===== src/rtl/calc_pkg.sv =====
// Shared types and constants for the keypad calculator sequencer.
// Holds state encoding, key codes and operand width.
package calc_pkg;

  localparam int OPW = 8;

  typedef enum logic [2:0] {
    ST_ENTRY_A,
    ST_LOAD_A,
    ST_ENTRY_B,
    ST_LOAD_B,
    ST_LOAD_R,
    ST_SHOW
  } state_t;

  localparam logic [3:0] KEY_ADD = 4'hA;
  localparam logic [3:0] KEY_SUB = 4'hB;
  localparam logic [3:0] KEY_CLR = 4'hC;
  localparam logic [3:0] KEY_EQ  = 4'hE;

  function automatic logic is_digit(
    input logic [3:0] k
  );
    return k <= 4'd9;
  endfunction

  function automatic logic is_op(
    input logic [3:0] k
  );
    return (k == KEY_ADD) || (k == KEY_SUB);
  endfunction

endpackage


===== src/rtl/calc_sequencer_if.sv =====
// Keypad/arithmetic-unit bundle for the calculator sequencer.
// master drives keys and result; slave is the sequencer.
interface calc_sequencer_if;
  import calc_pkg::*;

  logic           key_valid;
  logic [3:0]     key_code;
  logic [OPW-1:0] result;
  logic [OPW-1:0] operand;
  logic           LoadA;
  logic           LoadB;
  logic           LoadR;
  logic           Cin;
  logic           disp_sel;
  logic           clear;
  logic           busy;

  modport master (
    output key_valid,
    output key_code,
    output result,
    input  operand,
    input  LoadA,
    input  LoadB,
    input  LoadR,
    input  Cin,
    input  disp_sel,
    input  clear,
    input  busy
  );

  modport slave (
    input  key_valid,
    input  key_code,
    input  result,
    output operand,
    output LoadA,
    output LoadB,
    output LoadR,
    output Cin,
    output disp_sel,
    output clear,
    output busy
  );

endinterface


===== src/rtl/dec_accum.sv =====
// Decimal digit accumulator: cur*10+digit with an upper bound.
// accept drops when the new value would exceed OPERAND_MAX.
module dec_accum
  import calc_pkg::*;
#(
  parameter int OPERAND_MAX = 255
) (
  input  logic [OPW-1:0] cur,
  input  logic [3:0]     digit,
  output logic [OPW-1:0] next_val,
  output logic           accept
);

  logic [11:0] sum;

  // 255*10+9 = 2559 still fits in 12 bits
  assign sum      = ({4'b0, cur} * 12'd10) + {8'b0, digit};
  assign accept   = sum <= 12'(OPERAND_MAX);
  assign next_val = sum[OPW-1:0];

endmodule


===== src/rtl/calc_sequencer.sv =====
// Keypad-driven load sequencer for a two-operand add/sub unit.
// All outputs come from flops; keys never reach outputs combinationally.
module calc_sequencer
  import calc_pkg::*;
#(
  parameter int OPERAND_MAX = 255
) (
  input logic clock,
  input logic reset,
  calc_sequencer_if.slave bus
);

  state_t         state_q, state_d;
  logic [OPW-1:0] operand_q, operand_d;
  logic           cin_q, cin_d;
  logic           clear_q, clear_d;
  logic           load_a_q, load_a_d;
  logic           load_b_q, load_b_d;
  logic           load_r_q, load_r_d;
  logic           busy_q, busy_d;
  logic           disp_q, disp_d;

  logic [OPW-1:0] acc_val;
  logic           acc_ok;
  logic           key_ok;
  logic           k_dig;
  logic           k_op;
  logic           k_clr;
  logic           k_eq;

  dec_accum #(
    .OPERAND_MAX (OPERAND_MAX)
  ) u_acc (
    .cur      (operand_q),
    .digit    (bus.key_code),
    .next_val (acc_val),
    .accept   (acc_ok)
  );

  assign key_ok = bus.key_valid && !busy_q;
  assign k_dig  = key_ok && is_digit(bus.key_code);
  assign k_op   = key_ok && is_op(bus.key_code);
  assign k_clr  = key_ok && (bus.key_code == KEY_CLR);
  assign k_eq   = key_ok && (bus.key_code == KEY_EQ);

  always_comb begin
    state_d   = state_q;
    operand_d = operand_q;
    cin_d     = cin_q;
    clear_d   = 1'b0;
    unique case (state_q)
      ST_LOAD_A: begin
        state_d   = ST_ENTRY_B;
        operand_d = '0;
      end
      ST_LOAD_B: state_d = ST_LOAD_R;
      ST_LOAD_R: state_d = ST_SHOW;
      default: begin
        unique case (1'b1)
          k_clr: begin
            state_d   = ST_ENTRY_A;
            operand_d = '0;
            cin_d     = 1'b0;
            clear_d   = 1'b1;
          end
          k_dig: begin
            if (state_q == ST_SHOW) begin
              state_d   = ST_ENTRY_A;
              operand_d = OPW'(bus.key_code);
            end else if (acc_ok) begin
              operand_d = acc_val;
            end
          end
          k_op: begin
            cin_d = bus.key_code == KEY_SUB;
            // in ENTRY_B an operator only swaps the op
            if (state_q != ST_ENTRY_B)
              state_d = ST_LOAD_A;
            if (state_q == ST_SHOW)
              operand_d = bus.result;
          end
          k_eq: begin
            if (state_q == ST_ENTRY_B)
              state_d = ST_LOAD_B;
          end
          default: ;
        endcase
      end
    endcase
  end

  always_comb begin
    load_a_d = state_d == ST_LOAD_A;
    load_b_d = state_d == ST_LOAD_B;
    load_r_d = state_d == ST_LOAD_R;
    busy_d   = load_a_d || load_b_d || load_r_d;
    disp_d   = state_d == ST_SHOW;
  end

  always_ff @(posedge clock or posedge reset) begin
    if (reset) begin
      state_q   <= ST_ENTRY_A;
      operand_q <= '0;
      cin_q     <= 1'b0;
      clear_q   <= 1'b0;
      load_a_q  <= 1'b0;
      load_b_q  <= 1'b0;
      load_r_q  <= 1'b0;
      busy_q    <= 1'b0;
      disp_q    <= 1'b0;
    end else begin
      state_q   <= state_d;
      operand_q <= operand_d;
      cin_q     <= cin_d;
      clear_q   <= clear_d;
      load_a_q  <= load_a_d;
      load_b_q  <= load_b_d;
      load_r_q  <= load_r_d;
      busy_q    <= busy_d;
      disp_q    <= disp_d;
    end
  end

  assign bus.operand  = operand_q;
  assign bus.Cin      = cin_q;
  assign bus.clear    = clear_q;
  assign bus.LoadA    = load_a_q;
  assign bus.LoadB    = load_b_q;
  assign bus.LoadR    = load_r_q;
  assign bus.busy     = busy_q;
  assign bus.disp_sel = disp_q;

endmodule


===== src/flat_wrapper.sv =====
// flat-port wrapper written by rule: the top's interface ports become plain ports
module calc_sequencer_flat import calc_pkg::*;
#(
  parameter int OPERAND_MAX = 255
)
  (clock, reset, bus_key_valid, bus_key_code, bus_result, bus_operand, bus_LoadA, bus_LoadB, bus_LoadR, bus_Cin, bus_disp_sel, bus_clear, bus_busy);
  calc_sequencer_if bus_i ();
  input logic clock;
  input logic reset;
  input wire logic [$bits(bus_i.key_valid)-1:0] bus_key_valid;
  input wire logic [$bits(bus_i.key_code)-1:0] bus_key_code;
  input wire logic [$bits(bus_i.result)-1:0] bus_result;
  output wire logic [$bits(bus_i.operand)-1:0] bus_operand;
  output wire logic [$bits(bus_i.LoadA)-1:0] bus_LoadA;
  output wire logic [$bits(bus_i.LoadB)-1:0] bus_LoadB;
  output wire logic [$bits(bus_i.LoadR)-1:0] bus_LoadR;
  output wire logic [$bits(bus_i.Cin)-1:0] bus_Cin;
  output wire logic [$bits(bus_i.disp_sel)-1:0] bus_disp_sel;
  output wire logic [$bits(bus_i.clear)-1:0] bus_clear;
  output wire logic [$bits(bus_i.busy)-1:0] bus_busy;
  assign bus_i.key_valid = bus_key_valid;
  assign bus_i.key_code = bus_key_code;
  assign bus_i.result = bus_result;
  assign bus_operand = bus_i.operand;
  assign bus_LoadA = bus_i.LoadA;
  assign bus_LoadB = bus_i.LoadB;
  assign bus_LoadR = bus_i.LoadR;
  assign bus_Cin = bus_i.Cin;
  assign bus_disp_sel = bus_i.disp_sel;
  assign bus_clear = bus_i.clear;
  assign bus_busy = bus_i.busy;
  calc_sequencer #(.OPERAND_MAX(OPERAND_MAX)) u_core (.clock(clock), .reset(reset), .bus(bus_i));
endmodule

===== config.mk =====
export PLATFORM = sky130hd
export DESIGN_NAME = calc_sequencer_flat
export DESIGN_NICKNAME = d
export VERILOG_FILES = /design/src/rtl/calc_pkg.sv /design/src/rtl/calc_sequencer_if.sv /design/src/rtl/dec_accum.sv /design/src/rtl/calc_sequencer.sv /design/src/flat_wrapper.sv
export SDC_FILE = /design/constraint.sdc
export NUM_CORES = 1
export LEC_CHECK = 0
export ABC_CLOCK_PERIOD_IN_PS = 3550
export BUFFER_PORTS_ARGS = -buffer_cell sky130_fd_sc_hd__buf_4
export CORE_ASPECT_RATIO = 0.5
export CORE_UTILIZATION = 54
export CTS_CLUSTER_DIAMETER = 30
export CTS_CLUSTER_SIZE = 24
export DETAILED_ROUTE_END_ITERATION = 7
export HOLD_SLACK_MARGIN = 0.15
export PLACE_DENSITY = 0.85
export SLEW_MARGIN = 10
export SYNTH_ARGS = -nofsm -noshare
export SYNTH_HDL_FRONTEND = slang
export SYNTH_SLANG_ARGS = --single-unit
export TNS_END_PERCENT = 50

===== constraint.sdc =====
create_clock -name clock -period 3.55 [get_ports clock]
set_input_delay 0.71 -clock clock [delete_from_list [all_inputs] [get_ports clock]]
set_output_delay 0.71 -clock clock [all_outputs]
set_load 0.05 [all_outputs]

---- Yosys cells after proc, flatten, opt, wreduce, memory -nomap -nowiden ----
Cells that the tools add are included.
operators by class
  add/subtract/negate cells ............... 1
  multiply operators ...................... 1
  order comparisons ....................... 2
  equal/unequal tests ..................... 16
  mux-type cells .......................... 13
  bitwise operators ....................... 2
  reduce and logical (&&, ||, !) cells .... 15
operator list
  operator                                                                  count
  8-bit 2-to-1 mux                                                          3
  8-bit case mux with 3 select lines                                        1
  4-bit equality test (second input constant)                               4
  8-bit case mux with 2 select lines                                        1
  12-bit by 4-bit adder with 12-bit output                                  1
  3-bit equality test (second input constant)                               4
  12-bit by 8-bit <= comparator with 1-bit output (second input constant)   1
  3-bit case mux with 4 select lines                                        1
  8-bit by 3-bit multiplier with 11-bit output (second input constant)      1
  3-bit by 2-bit equality test with 1-bit output (second input constant)    3
  3-bit 2-to-1 mux                                                          3
  3-bit case mux with 3 select lines                                        1
  3-bit by 1-bit equality test with 1-bit output (second input constant)    2
  1-bit logical AND                                                         5
  4-bit <= comparator (second input constant)                               1
  4-bit by 3-bit inequality test with 1-bit output (second input constant)  1
  4-bit AND reduction                                                       1
  4-bit nonzero test                                                        1
  1-bit logical OR                                                          3
  3-bit by 2-bit inequality test with 1-bit output (second input constant)  1
  3-bit inequality test (second input constant)                             1
  3-bit OR reduction                                                        1
  1-bit 2-to-1 mux                                                          2
  1-bit inverter                                                            2
  5 further kinds                                                           5
word-level totals
  flip-flop bits (word level) ............. 18
  input port bits ......................... 15
  output and inout port bits .............. 15
  logic and storage cells ................. 59

---- Longest topological paths before layout ----
  depth in word-level cells ............... 8
  depth in mapped cells ................... 11
  mapped depth without buffers ............ 11

---- Modules after synthesis ----
From an unflattened synthesis, not the netlist that was laid out.
unflattened totals
  cells, all modules ...................... 163
  area total of the unflattened synthesis .. 1525.2 sq um
by module, submodules not included
  module          instances  cells each  area each (sq um)  sequential area each (sq um)
  calc_sequencer  1          107         1044.8             450.4
  dec_accum       1          56          480.5              0.0

---- Worst setup path after synthesis ----
OpenSTA, ideal clock, no wires.
  path type ............................... register to register
  start ................................... register u_core.operand_q[1], in the netlist u_core.bus.operand[1]
  end ..................................... register u_core.operand_q[1], in the netlist u_core.bus.operand[1]
  setup time .............................. 0.125 ns
  arrival time ............................ 2.838 ns
  required time ........................... 3.425 ns
  setup slack ............................. 0.587 ns
  stages on the path, launching flop included .. 10
  path buffers ............................ 0
  period minus slack after synthesis ...... 2.963 ns
  cell sequence ........................... dfrtp_1 -> ha_1 -> ha_1 -> inv_1 -> fa_1 -> nor3b_2 -> nand3_1 -> mux2i_1 -> o21ai_2 -> mux2_2
between the ends
  word-level cells in the longest chain between the ends .. 5
RTL lines
  item                                                               RTL line               RTL
  start: declaration                                                 calc_sequencer.sv:14   logic [OPW-1:0] operand_q, operand_d;
  start signal: assignment                                           calc_sequencer.sv:113  operand_q <= operand_d;
  8-bit by 3-bit multiplier with 11-bit output                       dec_accum.sv:17        assign sum = ({4'b0, cur} * 12'd10) + {8'b0, digit};
  12-bit by 4-bit adder with 12-bit output                           dec_accum.sv:17
  12-bit by 8-bit <= comparator with 1-bit output                    dec_accum.sv:18        assign accept = sum <= 12'(OPERAND_MAX);
  4-bit by 3-bit inequality test with 1-bit output (no source line)  n/a
  4-bit AND reduction (no source line)                               n/a
No other way between the ends.
A chain may end at the register's enable or synchronous reset.

---- Worst setup path in the final report ----
  start ................................... register u_core.operand_q[1], in the netlist u_core.bus.operand[1]
  end ..................................... register u_core.operand_q[2], in the netlist u_core.bus.operand[2]
between the ends
  word-level cells in the longest chain between the ends .. 6
  elaborated cells between the ends (all ways) .. 9
  those cells by class .................... add/sub: 1; mul: 1; order compare: 1; eq/ne: 1; mux: 4; reduce/logical: 1
RTL lines
  item                                                                                     RTL line
  8-bit by 3-bit multiplier with 11-bit output (*)                                         dec_accum.sv:17
  12-bit by 4-bit adder with 12-bit output (*)                                             dec_accum.sv:17
  branches (longest 4 deep; another with 12-bit by 8-bit <= comparator with 1-bit output)  n/a
Every way passes the cells marked *. The select of a mux whose other input is x is not followed.

==> flow_summary.ini <==
[finish]
finish.net_count = 223
drive_above_1_share = 0.242
antenna_cells = 0
regArea_um2 = 450
nFillCells = 191
mostFrequentLayoutCells = sky130_fd_sc_hd__buf_4 (29), sky130_fd_sc_hd__dfrtp_1 (18), sky130_fd_sc_hd__nor2_1 (17)
multi_input_area_um2 = 962
area_delta_synth_final_pct = 20.4
mostFrequentLayoutCell = sky130_fd_sc_hd__buf_4

[floorplan]
chipWidth_um = 75.5
starting_density_of_the_core = 0.614
core.rowCount = 12
die_ar_um2 = 2920
floorplan.core_area_um2 = 2370
io-pin-count = 30
die_height_um = 38.7

[setup_path]
crit_arrival_ns = 3.09
critPathRequiredTime_ns = 3.69
crit_fanout = 8
worstReg2RegStart = u_core.bus.operand[1]
cp-startpoint = u_core.bus.operand[1]
timing.critical_path.from_type = flop
critical_path.endpoint_type = flop
worst-r2r-setup-slack_ns = 0.60
timing.setup.critical_path_class = flop to flop

[grt]
grt.total_usage = 0.279
gr-total-overflow = 0
number_of_global_route_vias_before_repair = 1260
grt_start_max_net_pins = 19
grt_pass1_wl_um = 5740
number_of_antenna_violations_at_the_first_check_in_global_routing = 0

[timing]
timing.final.hold_violations = 0
layout_min_cycle_time_ns = 2.95
clock.fmax_mhz = 339
layout_worst_path_cycle_share = 0.832
worstMarginPinSlew_ns = 0.700
post-route-worst-setup-slack_ns = 0.598
max_slew_margin = 0.533
setup_viol_count_final = 0
setup_repair_after_global_routing_missed_its_margin = no
final_max_slew_viol_count = 0
finalClockSkew_ns = 0.00643
setup_tns_final_ns = 0

[power_and_ir_drop]
ir_drop_mv = 0.396
comb_power_share = 0.631
total_power_mw = 1.38
p_int_mw = 0.705
p_leak_nw = 0.887
power_switching_share = 0.491
power.share.clock = 0.121
pwr-share-seq = 0.248
switching_power_total_mw = 0.679
power_per_unit_of_standard_cell_area_nw_per_um2 = 789

[yosys]
synth_area_um2 = 1460
post-synth-top-area-cell = sky130_fd_sc_hd__dfrtp_1
asyncSetResetFlopFracSynth = 1.00
postSynthRegisterBits = 18
synth-warning-count = 0
post_synth_num_cell_types = 41
number_of_flops_mapped_to_enable_cells_by_yosys = 0
mappedNetlistNets = 193
synth-main-ff-cell = sky130_fd_sc_hd__dfrtp_1
synth.yosys.seq_area_share = 0.309
yosys-top-cells-area = sky130_fd_sc_hd__dfrtp_1 (31%), sky130_fd_sc_hd__ha_1 (13%), sky130_fd_sc_hd__mux2_2 (5.4%)
post_synth.cell_area_avg_um2 = 9.05
post_synth_inst_count = 161
synth_top_area_frac = 0.309

[cts]
cts_resized = 0
cts_inserted_buffers = 3
cts.sinks = 18
setup_repair_bufs_after_cts = 0
cts_hold_buf = 0
root_buffer = sky130_fd_sc_hd__clkbuf_8
worst_setup_hold_path_clk_slew_ns = 0.07
cts_htree_levels = 1
cts.path.max_buffers = 2
tritoncts = yes
clk_latency_ns = 0.25

[placed_design]
dpl_worst_slack_ns = 0.649
gp_congestion = 0.948
dp_hpwl_um = 2740
port_buffers = 29

[route]
drt-vias-per-instance = 5.76
route.met2.wl_um = 1720
route.top_layer_used = met4
routedLengthMet1_um = 1630
drt-initial-drc-count = 83
firstDrtPassIters = 4
final_antenna_net_count = 0
met3_wire_length_um = 122
post_detailed_route_drc_marker_count = 0
detail_route.wl_per_cell_um = 15.5
via_count = 1297
route.final.wire_length_um = 3490

[status]
status = completed

[flow_run]
timing.max_cap.violations = 0

[worst_hold_path]
hold_wc_startpoint = u_core.bus.Cin
hold_class = flop to flop
area by class of cell:
type                    instances  area share
multi-input cells             132       0.548
flip-flops and latches         18       0.257
repair buffers                 29       0.124
clock buffers                   4      0.0314
well taps                      35      0.0249
inverters                       7      0.0150
metrics by stage:
| step | area (um2) | hold WS, ns | util | std cells |
|---|---|---|---|---|
| after global routing | 1760 | 0.552 | 0.740 | 225 |
| final | 1760 | 0.503 | 0.740 | 225 |
| after CTS | 1760 | 0.507 | 0.740 | 225 |
| after global placement | 1700 | 0.490 | 0.717 | 221 |
| after floorplan | 1460 | 0.542 | - | 161 |
| after detailed placement | 1700 | 0.489 | 0.717 | 221 |
power by group through the flow:
stage	Sequential, mW	Combinational, mW	Clock (mW)
5_1_grt	0.353	0.950	0.179
3_5_place_dp	0.346	0.857	0
2_1_floorplan	0.477	0.507	0
3_3_place_gp	0.339	0.830	0
4_1_cts	0.342	0.873	0.170
6_report	0.343	0.873	0.168
registers in the layout, summed over array words and instances (netlist names):
name	cells
u_core.state_q	3
u_core.bus.disp_sel	1
u_core.bus.busy	1
u_core.bus.LoadA	1
u_core.bus.LoadR	1
u_core.bus.LoadB	1
u_core.bus.Cin	1
u_core.bus.clear	1
u_core.bus.operand	8
path summary, 6_finish.rpt:
check                                        end  cells past startpoint
max                        u_core.bus.operand[2]                     10
min                               u_core.bus.Cin                      1
max reg2reg                u_core.bus.operand[2]                     10
min reg2reg                       u_core.bus.Cin                      1
max in group asynchronous         u_core.bus.Cin                      2
min in group asynchronous  u_core.bus.operand[0]                      2
metal layers:
layer  track usage  vias up
met5             0        -
met2         0.522       24
met3        0.0677        4
met4        0.0602        0
met1         0.332      634
li1              -      635
critical path, stage by stage, from the launching register on:
cell and delay (ns):
sky130_fd_sc_hd__dfrtp_1 0.45, sky130_fd_sc_hd__ha_1 0.31, sky130_fd_sc_hd__ha_1 0.16, sky130_fd_sc_hd__inv_1 0.06, sky130_fd_sc_hd__fa_1 0.40, sky130_fd_sc_hd__xor2_1 0.20, sky130_fd_sc_hd__nor3b_2 0.19, sky130_fd_sc_hd__nand3_1 0.11
sky130_fd_sc_hd__mux2i_1 0.17, sky130_fd_sc_hd__o21ai_2 0.38, sky130_fd_sc_hd__mux2_2 0.40
cells by family after synthesis:
family                     share of synthesized area
AOI/OAI and AO/OA                              0.193
xor gates and xnor gates                      0.0481
adders and majority gates                      0.156
buffers and inverters                         0.0309
DFF                                            0.309
muxes                                         0.0815
and+or+nand+nor                                0.181
synthesized netlist by cell type (all sizes together) (3+ instances only):
master,n
a21o,4
a21oi,9
buf,3
dfrtp,18
ha,15
inv,7
mux2,7
mux2i,4
nand2,15
nand2b,8
nor2,17
o21ai,14
xnor2,6
Note: power is estimated with default switching activity, not from simulation.
